$ cat src/rtl/airi5c_dec_queue_if.sv
// airi5c_dec_queue_if: fetch-side and decode-side handshake bundle of the decode queue.
interface airi5c_dec_queue_if #(
    parameter int XLEN = 32,
    parameter int ITW  = 2
);
    logic            in_valid_i;
    logic            in_ready_o;
    logic [XLEN-1:0] in_inst_i;
    logic [XLEN-1:0] in_pc_i;
    logic            out_valid_o;
    logic            out_ready_i;
    logic [XLEN-1:0] inst_o;
    logic [XLEN-1:0] pc_o;
    logic [ITW-1:0]  imm_type_o;
    logic            imm_used_o;
    logic            is_branch_o;
    logic            illegal_o;
    logic [1:0]      count_o;

    modport master (
        output in_valid_i, in_inst_i, in_pc_i, out_ready_i,
        input  in_ready_o, out_valid_o, inst_o, pc_o, imm_type_o,
               imm_used_o, is_branch_o, illegal_o, count_o
    );

    modport slave (
        input  in_valid_i, in_inst_i, in_pc_i, out_ready_i,
        output in_ready_o, out_valid_o, inst_o, pc_o, imm_type_o,
               imm_used_o, is_branch_o, illegal_o, count_o
    );
endinterface

$ cat src/rtl/airi5c_dec_queue.sv
// airi5c_dec_queue: two-entry fetch-to-decode queue that pre-classifies each word's immediate type.
module airi5c_dec_queue #(
    parameter int XLEN = 32,
    parameter int ITW  = 2
) (
    input logic              clk_i,
    input logic              rst_ni,
    input logic              flush_i,
    airi5c_dec_queue_if.slave q
);
    localparam logic [ITW-1:0] IMM_I = ITW'(0);
    localparam logic [ITW-1:0] IMM_S = ITW'(1);
    localparam logic [ITW-1:0] IMM_U = ITW'(2);
    localparam logic [ITW-1:0] IMM_J = ITW'(3);

    logic [XLEN-1:0] inst_q [2];
    logic [XLEN-1:0] pc_q   [2];
    logic [ITW-1:0]  type_q [2];
    logic [2:0]      flag_q [2];
    logic            wp, rp;
    logic [1:0]      count;
    logic            push, pop;
    logic [ITW-1:0]  type_d;
    logic            used_d, branch_d, illegal_d;

    assign q.in_ready_o  = count != 2'd2;
    assign q.out_valid_o = count != 2'd0;
    assign push          = q.in_valid_i & q.in_ready_o;
    assign pop           = q.out_valid_o & q.out_ready_i;

    // Compressed encodings never match a listed opcode, so they fall into the illegal default.
    always_comb begin
        type_d    = IMM_I;
        used_d    = 1'b1;
        branch_d  = 1'b0;
        illegal_d = q.in_inst_i[1:0] != 2'b11;
        case (q.in_inst_i[6:0])
            7'b0000011, 7'b0010011, 7'b0001111, 7'b1100111, 7'b1110011: ;
            7'b0100011: type_d = IMM_S;
            7'b1100011: begin
                type_d   = IMM_S;
                branch_d = 1'b1;
            end
            7'b0110111, 7'b0010111: type_d = IMM_U;
            7'b1101111: type_d = IMM_J;
            7'b0110011: used_d = 1'b0;
            default: begin
                used_d    = 1'b0;
                illegal_d = 1'b1;
            end
        endcase
    end

    always_ff @(posedge clk_i or negedge rst_ni) begin
        if (!rst_ni) begin
            wp    <= 1'b0;
            rp    <= 1'b0;
            count <= 2'd0;
            for (int i = 0; i < 2; i++) begin
                inst_q[i] <= '0;
                pc_q[i]   <= '0;
                type_q[i] <= IMM_I;
                flag_q[i] <= '0;
            end
        end else if (flush_i) begin
            wp    <= 1'b0;
            rp    <= 1'b0;
            count <= 2'd0;
        end else begin
            if (push) begin
                inst_q[wp] <= q.in_inst_i;
                pc_q[wp]   <= q.in_pc_i;
                type_q[wp] <= type_d;
                flag_q[wp] <= {used_d, branch_d, illegal_d};
                wp         <= ~wp;
            end
            if (pop) rp <= ~rp;
            count <= count + {1'b0, push} - {1'b0, pop};
        end
    end

    assign q.inst_o      = inst_q[rp];
    assign q.pc_o        = pc_q[rp];
    assign q.imm_type_o  = type_q[rp];
    assign q.imm_used_o  = flag_q[rp][2];
    assign q.is_branch_o = flag_q[rp][1];
    assign q.illegal_o   = flag_q[rp][0];
    assign q.count_o     = count;
endmodule

$ cat src/flat_wrapper.sv
// flat-port wrapper written by rule: the top's interface ports become plain ports
module airi5c_dec_queue_flat 
#(
    parameter int XLEN = 32,
    parameter int ITW  = 2
)
  (clk_i, rst_ni, flush_i, q_in_valid_i, q_in_inst_i, q_in_pc_i, q_out_ready_i, q_in_ready_o, q_out_valid_o, q_inst_o, q_pc_o, q_imm_type_o, q_imm_used_o, q_is_branch_o, q_illegal_o, q_count_o);
  airi5c_dec_queue_if #(.XLEN(XLEN), .ITW(ITW)) q_i ();
  input logic clk_i;
  input logic rst_ni;
  input logic flush_i;
  input wire logic [$bits(q_i.in_valid_i)-1:0] q_in_valid_i;
  input wire logic [$bits(q_i.in_inst_i)-1:0] q_in_inst_i;
  input wire logic [$bits(q_i.in_pc_i)-1:0] q_in_pc_i;
  input wire logic [$bits(q_i.out_ready_i)-1:0] q_out_ready_i;
  output wire logic [$bits(q_i.in_ready_o)-1:0] q_in_ready_o;
  output wire logic [$bits(q_i.out_valid_o)-1:0] q_out_valid_o;
  output wire logic [$bits(q_i.inst_o)-1:0] q_inst_o;
  output wire logic [$bits(q_i.pc_o)-1:0] q_pc_o;
  output wire logic [$bits(q_i.imm_type_o)-1:0] q_imm_type_o;
  output wire logic [$bits(q_i.imm_used_o)-1:0] q_imm_used_o;
  output wire logic [$bits(q_i.is_branch_o)-1:0] q_is_branch_o;
  output wire logic [$bits(q_i.illegal_o)-1:0] q_illegal_o;
  output wire logic [$bits(q_i.count_o)-1:0] q_count_o;
  assign q_i.in_valid_i = q_in_valid_i;
  assign q_i.in_inst_i = q_in_inst_i;
  assign q_i.in_pc_i = q_in_pc_i;
  assign q_i.out_ready_i = q_out_ready_i;
  assign q_in_ready_o = q_i.in_ready_o;
  assign q_out_valid_o = q_i.out_valid_o;
  assign q_inst_o = q_i.inst_o;
  assign q_pc_o = q_i.pc_o;
  assign q_imm_type_o = q_i.imm_type_o;
  assign q_imm_used_o = q_i.imm_used_o;
  assign q_is_branch_o = q_i.is_branch_o;
  assign q_illegal_o = q_i.illegal_o;
  assign q_count_o = q_i.count_o;
  airi5c_dec_queue #(.XLEN(XLEN), .ITW(ITW)) u_core (.clk_i(clk_i), .rst_ni(rst_ni), .flush_i(flush_i), .q(q_i));
endmodule
$ cat config.mk
export PLATFORM = sky130hd
export DESIGN_NAME = airi5c_dec_queue_flat
export DESIGN_NICKNAME = d
export VERILOG_FILES = /design/src/rtl/airi5c_dec_queue_if.sv /design/src/rtl/airi5c_dec_queue.sv /design/src/flat_wrapper.sv
export SDC_FILE = /design/constraint.sdc
export NUM_CORES = 1
export LEC_CHECK = 0
export BUFFER_PORTS_ARGS = -buffer_cell sky130_fd_sc_hd__buf_2
export CAP_MARGIN = 30
export CORE_MARGIN = 2
export CORE_UTILIZATION = 30
export CTS_BUF_LIST = sky130_fd_sc_hd__clkbuf_8
export DETAILED_ROUTE_END_ITERATION = 16
export HOLD_SLACK_MARGIN = 0.12
export PLACE_DENSITY = 0.55
export RECOVER_POWER = 100
export SETUP_SLACK_MARGIN = 0.3
export SKIP_CTS_REPAIR_TIMING = 1
export SLEW_MARGIN = 5
export SYNTH_ARGS = -nofsm -noshare
export SYNTH_HDL_FRONTEND = slang
export SYNTH_SLANG_ARGS = --single-unit
$ cat constraint.sdc
create_clock -name clk_i -period 4.2 [get_ports clk_i]
set_input_delay 0.21 -clock clk_i [delete_from_list [all_inputs] [get_ports clk_i]]
set_output_delay 0.21 -clock clk_i [all_outputs]
set_load 0.02 [all_outputs]
Yosys cells after proc, flatten, opt, wreduce, memory -nomap -nowiden. Cells that the tools add are included.

Output and inout port bits: 73. Bits in registers: 142. Bits of input ports: 69. Word-level logic and storage cells: 76.

Equal/unequal tests: 13. Reduce and logical (&&, ||, !) cells: 9. $add $sub $neg: 2. $lt $le $gt $ge: 3. Bitwise operators: 7. Mux-type cells: 31.

Operators by type and width (count): 32-bit two-way mux (7); 64-bit bitwise mux (2); 32-bit demux with 1-bit select (1); 7-bit == test, second input constant (4); 7-bit by 6-bit == test with 1-bit output, second input constant (3); 7-bit by 5-bit == test with 1-bit output, second input constant (2); 3-bit two-way mux (4); 11-bit OR reduction (1); 2-bit two-way mux (5); 10-bit OR reduction (1); 7-bit by 2-bit == test with 1-bit output, second input constant (1); 7-bit by 4-bit == test with 1-bit output, second input constant (1); 1-bit two-way mux (7); 6-bit bitwise mux (1); 2-bit case mux with 3 select lines (1); 2-bit nonzero test (3); 4-bit bitwise mux (1); 2-bit >= comparator, second input constant (2); 2-bit != test, second input constant (2); 1-bit inverter with 2-bit output (2); 2-bit OR reduction (2); 3-bit demux with 1-bit select (1); 1-bit inverter (3); 2-bit by 1-bit adder with 2-bit output (1); other kinds (6) (7).

Logic depth before layout (Yosys ltp).
Word-level depth: 6. Mapped depth: 7. Depth with buffers taken out: 7.

Worst setup path before layout. Ideal clock, no wire load.

Kind: register to register. From: reg u_core.count[1], in the netlist u_core.q.count_o[1]. To: reg u_core.count[0], in the netlist u_core.q.count_o[0]. Slack: 2346 ps. Required time: 4082 ps. Arrival time: 1736 ps. Stages on the path, launching flop included: 7. Clock period less this slack: 1854 ps. Setup time: 118 ps. Buffers on the path: 0. Cells stage by stage: dfrtp_1 -> or2_2 -> and2_1 -> ha_1 -> inv_1 -> ha_1 -> nor2b_1.

Elaborated cells between the ends (all ways): 7. Those cells by class: add/sub: 2; eq/ne: 1; mux: 1; bitwise: 2; reduce/logical: 1.

RTL lines: from (decl) (RTL line airi5c_dec_queue.sv:21) `logic [1:0] count;`; from (signal assigned) (RTL line airi5c_dec_queue.sv:78) `count <= count + {1'b0, push} - {1'b0, pop};`; 2-bit nonzero test (RTL line airi5c_dec_queue.sv:27) `assign q.out_valid_o = count != 2'd0;`; named net q_out_valid_o (RTL line flat_wrapper.sv:17) `output wire logic [$bits(q_i.out_valid_o)-1:0] q_out_valid_o;`; 1-bit bitwise AND (RTL line airi5c_dec_queue.sv:29) `assign pop = q.out_valid_o & q.out_ready_i;`; 2-bit by 1-bit subtractor with 2-bit output (RTL line airi5c_dec_queue.sv:78); 2-bit two-way mux (RTL line airi5c_dec_queue.sv:65) `end else if (flush_i) begin`.

The timed path passes the listed nets, and every way through them passes these cells. A chain may end at the register's enable or synchronous reset.

Worst setup path in the final report.
From: reg u_core.count[0], in the netlist u_core.q.count_o[0]. To: reg u_core.pc_q[21] (netlist name).

Longest elaborated chain between the ends: 3.

Ends and longest elaborated chain: 2-bit != test (RTL line airi5c_dec_queue.sv:26) `assign q.in_ready_o = count != 2'd2;`; 1-bit bitwise AND (RTL line airi5c_dec_queue.sv:28) `assign push = q.in_valid_i & q.in_ready_o;`; 2-bit AND reduction (no line); to (signal, indexed assignment) (RTL line airi5c_dec_queue.sv:72) `pc_q[wp] <= q.in_pc_i;`; to (decl) (RTL line airi5c_dec_queue.sv:17) `logic [XLEN-1:0] pc_q [2];`.

No other way between the ends.

==> impl_metrics.py <==
metrics = {
    "floorplanning": {
        "die_w_um": 153,
        "dieHeight_um": 153,
        "rows": 54,
        "core_um2": 21800,
        "start_util_pct": 30.5,
        "dieArea_um2": 23300,
        "io_pins": 142,
    },
    "synth": {
        "yosys.cell_types.count": 33,
        "ys_ff_latch": 142,
        "async_flop_share_pct": 100,
        "synth_enable_flop_cells": 0,
        "synth_largest_area_cell": "dfrtp_1",
        "yosysTopAreaCellShare_pct": 53.6,
        "synth_area_per_cell_um2": 15.5,
        "synth-main-ff-cell": "dfrtp_1",
        "syn_inst": 428,
        "ys_warn_count": 0,
        "syn_area_um2": 6630,
        "yosysSeqAreaShare_pct": 53.6,
        "synth_nets": 499,
        "synth_area_leaders": "dfrtp_1 (54%), mux2_2 (23%), mux2_4 (15%)",
    },
    "placement": {
        "post_dp_cell_area_um2": 7590,
        "dp.cells": 829,
        "port_buffers": 141,
        "place_hpwl_um": 9140,
        "routabilityCongestion": 0.696,
    },
    "critical_path": {
        "crit_arrival_ns": 3.25,
        "required_ns": 4.51,
        "timing.rr.start": "u_core.q.count_o[0]$_DFF_PN0_",
        "critPathKind": "reg -> reg",
        "cp-end-kind": "flop",
        "start_kind": "flop",
        "cpPeakStageDelay_ns": 1.60,
        "cp-startpoint": "u_core.q.count_o[0]$_DFF_PN0_",
        "cp_slowest_cell": "clkbuf_1",
        "path_cells": "nand2b_1 > nand4b_1 > clkbuf_1 > mux2_2",
        "path_delay_family": "buffers and inverters",
        "critPathMaxFanout": 38,
        "crit_buf_inv": 1,
    },
    "run_status": {
        "violations": "max-capacitance violations, max-slew violations",
        "outcome": "finished with violations",
    },
    "run": {
        "maxCapViolCount": 2,
    },
    "worst_hold_path": {
        "holdCritStartpoint": "q_in_inst_i[6]",
        "hold_path.class": "in -> reg",
    },
    "layout": {
        "design_area_um2": 8230,
        "drive_gt1_share_pct": 37.8,
        "multi_input_area_um2": 2600,
        "nets": 701,
        "areaGrowthSynthToFinish_pct": 24.2,
        "regArea_um2": 3560,
        "antennaDiodeCount": 0,
        "n_fill_cell": 2157,
        "fin_cells": 923,
    },
    "timing": {
        "setup_tns_ns": 0,
        "holdWs_ns": 0.146,
        "max_freq_mhz": 341,
        "setup_viol": 0,
        "fin_crit_ns": 2.94,
        "finalCritPeriodShare_pct": 69.9,
        "rsz0062_at_grt": "false",
        "relSlewSlack_pct": -48.1,
        "fin_worst_skew_ns": 0.0110,
        "slew_viol_final": 74,
        "worstMarginPinSlew_ns": 2.22,
        "hold_violations": 0,
    },
    "detailed_routing": {
        "wl_um": 14200,
        "drtPass1Iterations": 5,
        "via_per_inst": 4.46,
        "wl_per_cell_um": 15.4,
        "drtIter0Drc": 119,
        "drc": 0,
        "vias": 4120,
        "ant_nets": 0,
    },
    "grt": {
        "grt_first_pass_wirelength_um": 22800,
        "antenna_found_initial": 0,
        "grt_max_degree": 69,
        "overflow": 0,
        "track_usage_pct": 12.3,
        "grt_pass1_vias": 4316,
    },
    "cts": {
        "cts_tree": "done",
        "cts_buffers": 17,
        "clkTransAtPathRegs_ns": 0.09,
        "clock-sinks": 142,
        "htree_levels": 4,
        "cts_root_buf": "clkbuf_8",
        "insertion_delay_ns": 0.44,
        "clock_path_buffers": 2,
    },
    "pwr": {
        "power_density_nw_per_um2": 712,
        "ir_worst_vdd_v": 0.000365,
        "p_total_w": 0.00586,
        "p_leak_nw": 3.56,
    },
}
-- cells in the mapped netlist, types with 3 or more instances --
library cell,number
buf_4,6
nand2_1,10
nor2_1,8
inv_1,6
buf_6,8
o21ai_0,5
buf_2,12
mux2_2,133
and2_1,3
dfrtp_1,142
mux2_4,67
-- routing by layer --
metal  vias to the layer above  track usage [%]  share of wire (%)
li1                       1927                -                  -
met1                      2072             15.3                 47
met2                       105             20.5                 48
met3                        16             3.90                4.3
met4                         0             3.57                1.3
met5                         -                0                  0
-- cell usage in the layout, fill, tap and decap left out, types with 3 or more instances in the layout --
cell type / synthesis / layout
clkbuf_8: 0 / 19
nor2_1: 8 / 8
clkbuf_1: 1 / 69
clkinv_2: 0 / 3
dfrtp_1: 142 / 141
dlygate4sd3_1: 0 / 62
mux2_1: 0 / 70
o21ai_0: 5 / 5
nand2_1: 10 / 10
mux2_2: 133 / 129
inv_1: 6 / 10
buf_2: 12 / 73
-- sequential cells by signal, summed over array words and instances, names as in the netlist --
signal and count:
u_core.wp 1, u_core.flag_q 6, u_core.pc_q 64, u_core.q.count_o 2
u_core.type_q 4, u_core.inst_q 64, u_core.rp 1
-- worst register-to-register path, stage by stage, from the launching register on --
cell and delay, ns:
dfrtp_1 0.41, nand2b_1 0.20, nand4b_1 0.14, clkbuf_1 1.60, mux2_2 0.47
-- worst paths after layout --
kind | to | slack [ns] | depth (start not counted)
setup reg to reg | u_core.pc_q[21]$_DFFE_PN0P_ | 1.26 | 4
min in group asynchronous | u_core.pc_q[25]$_DFFE_PN0P_ | 0.35 | 2
hold / removal | u_core.inst_q[38]$_DFFE_PN0P_ | 0.15 | 2
hold reg to reg | u_core.type_q[2]$_DFFE_PN0P_ | 0.48 | 1
max in group asynchronous | u_core.inst_q[27]$_DFFE_PN0P_ | 2.86 | 3
setup / recovery | u_core.pc_q[21]$_DFFE_PN0P_ | 1.26 | 4
-- report_power, final --
group	switching (W)	leakage [nW]	internal (W)
logic	0.00134	1.64	0.00112
clock network	0.000521	0.211	0.000553
registers	0.000313	1.70	0.00201
total	0.00217	3.56	0.00369
-- logic make-up (layout without fill, tap and decap cells) --
| logic type | Yosys count | in the layout | synth area share (%) |
|---|---|---|---|
| buffers and inverters | 33 | 248 | 3.34 |
| flip-flops | 142 | 142 | 53.6 |
| AND/OR/NAND/NOR | 32 | 32 | 2.70 |
| AO/OA/AOI/OAI | 14 | 14 | 1.49 |
| multiplexers | 201 | 201 | 37.9 |
| adder cells (fa/ha/maj) | 2 | 2 | 0.378 |
| XOR/XNOR | 4 | 4 | 0.529 |
-- stage by stage --
stage | util [%] | worst slack [ns]
finish | 37.8 | 1.26
global route | 37.8 | 0.990
CTS | 36.6 | 1.91
detailed placement | 34.9 | 1.93
global placement | 34.7 | 1.98
floorplan | - | 2.35
-- final cells by class --
type | instances | share of cell area [%]
Inverter | 6 | 0.274
Multi-Input combinational cell | 253 | 31.6
Clock buffer | 19 | 3.18
Sequential cell | 142 | 43.2
Timing Repair Buffer | 210 | 16.0
Clock inverter | 13 | 1.50
Tap cell | 280 | 4.26
Note: power is estimated with default switching activity, not from simulation.
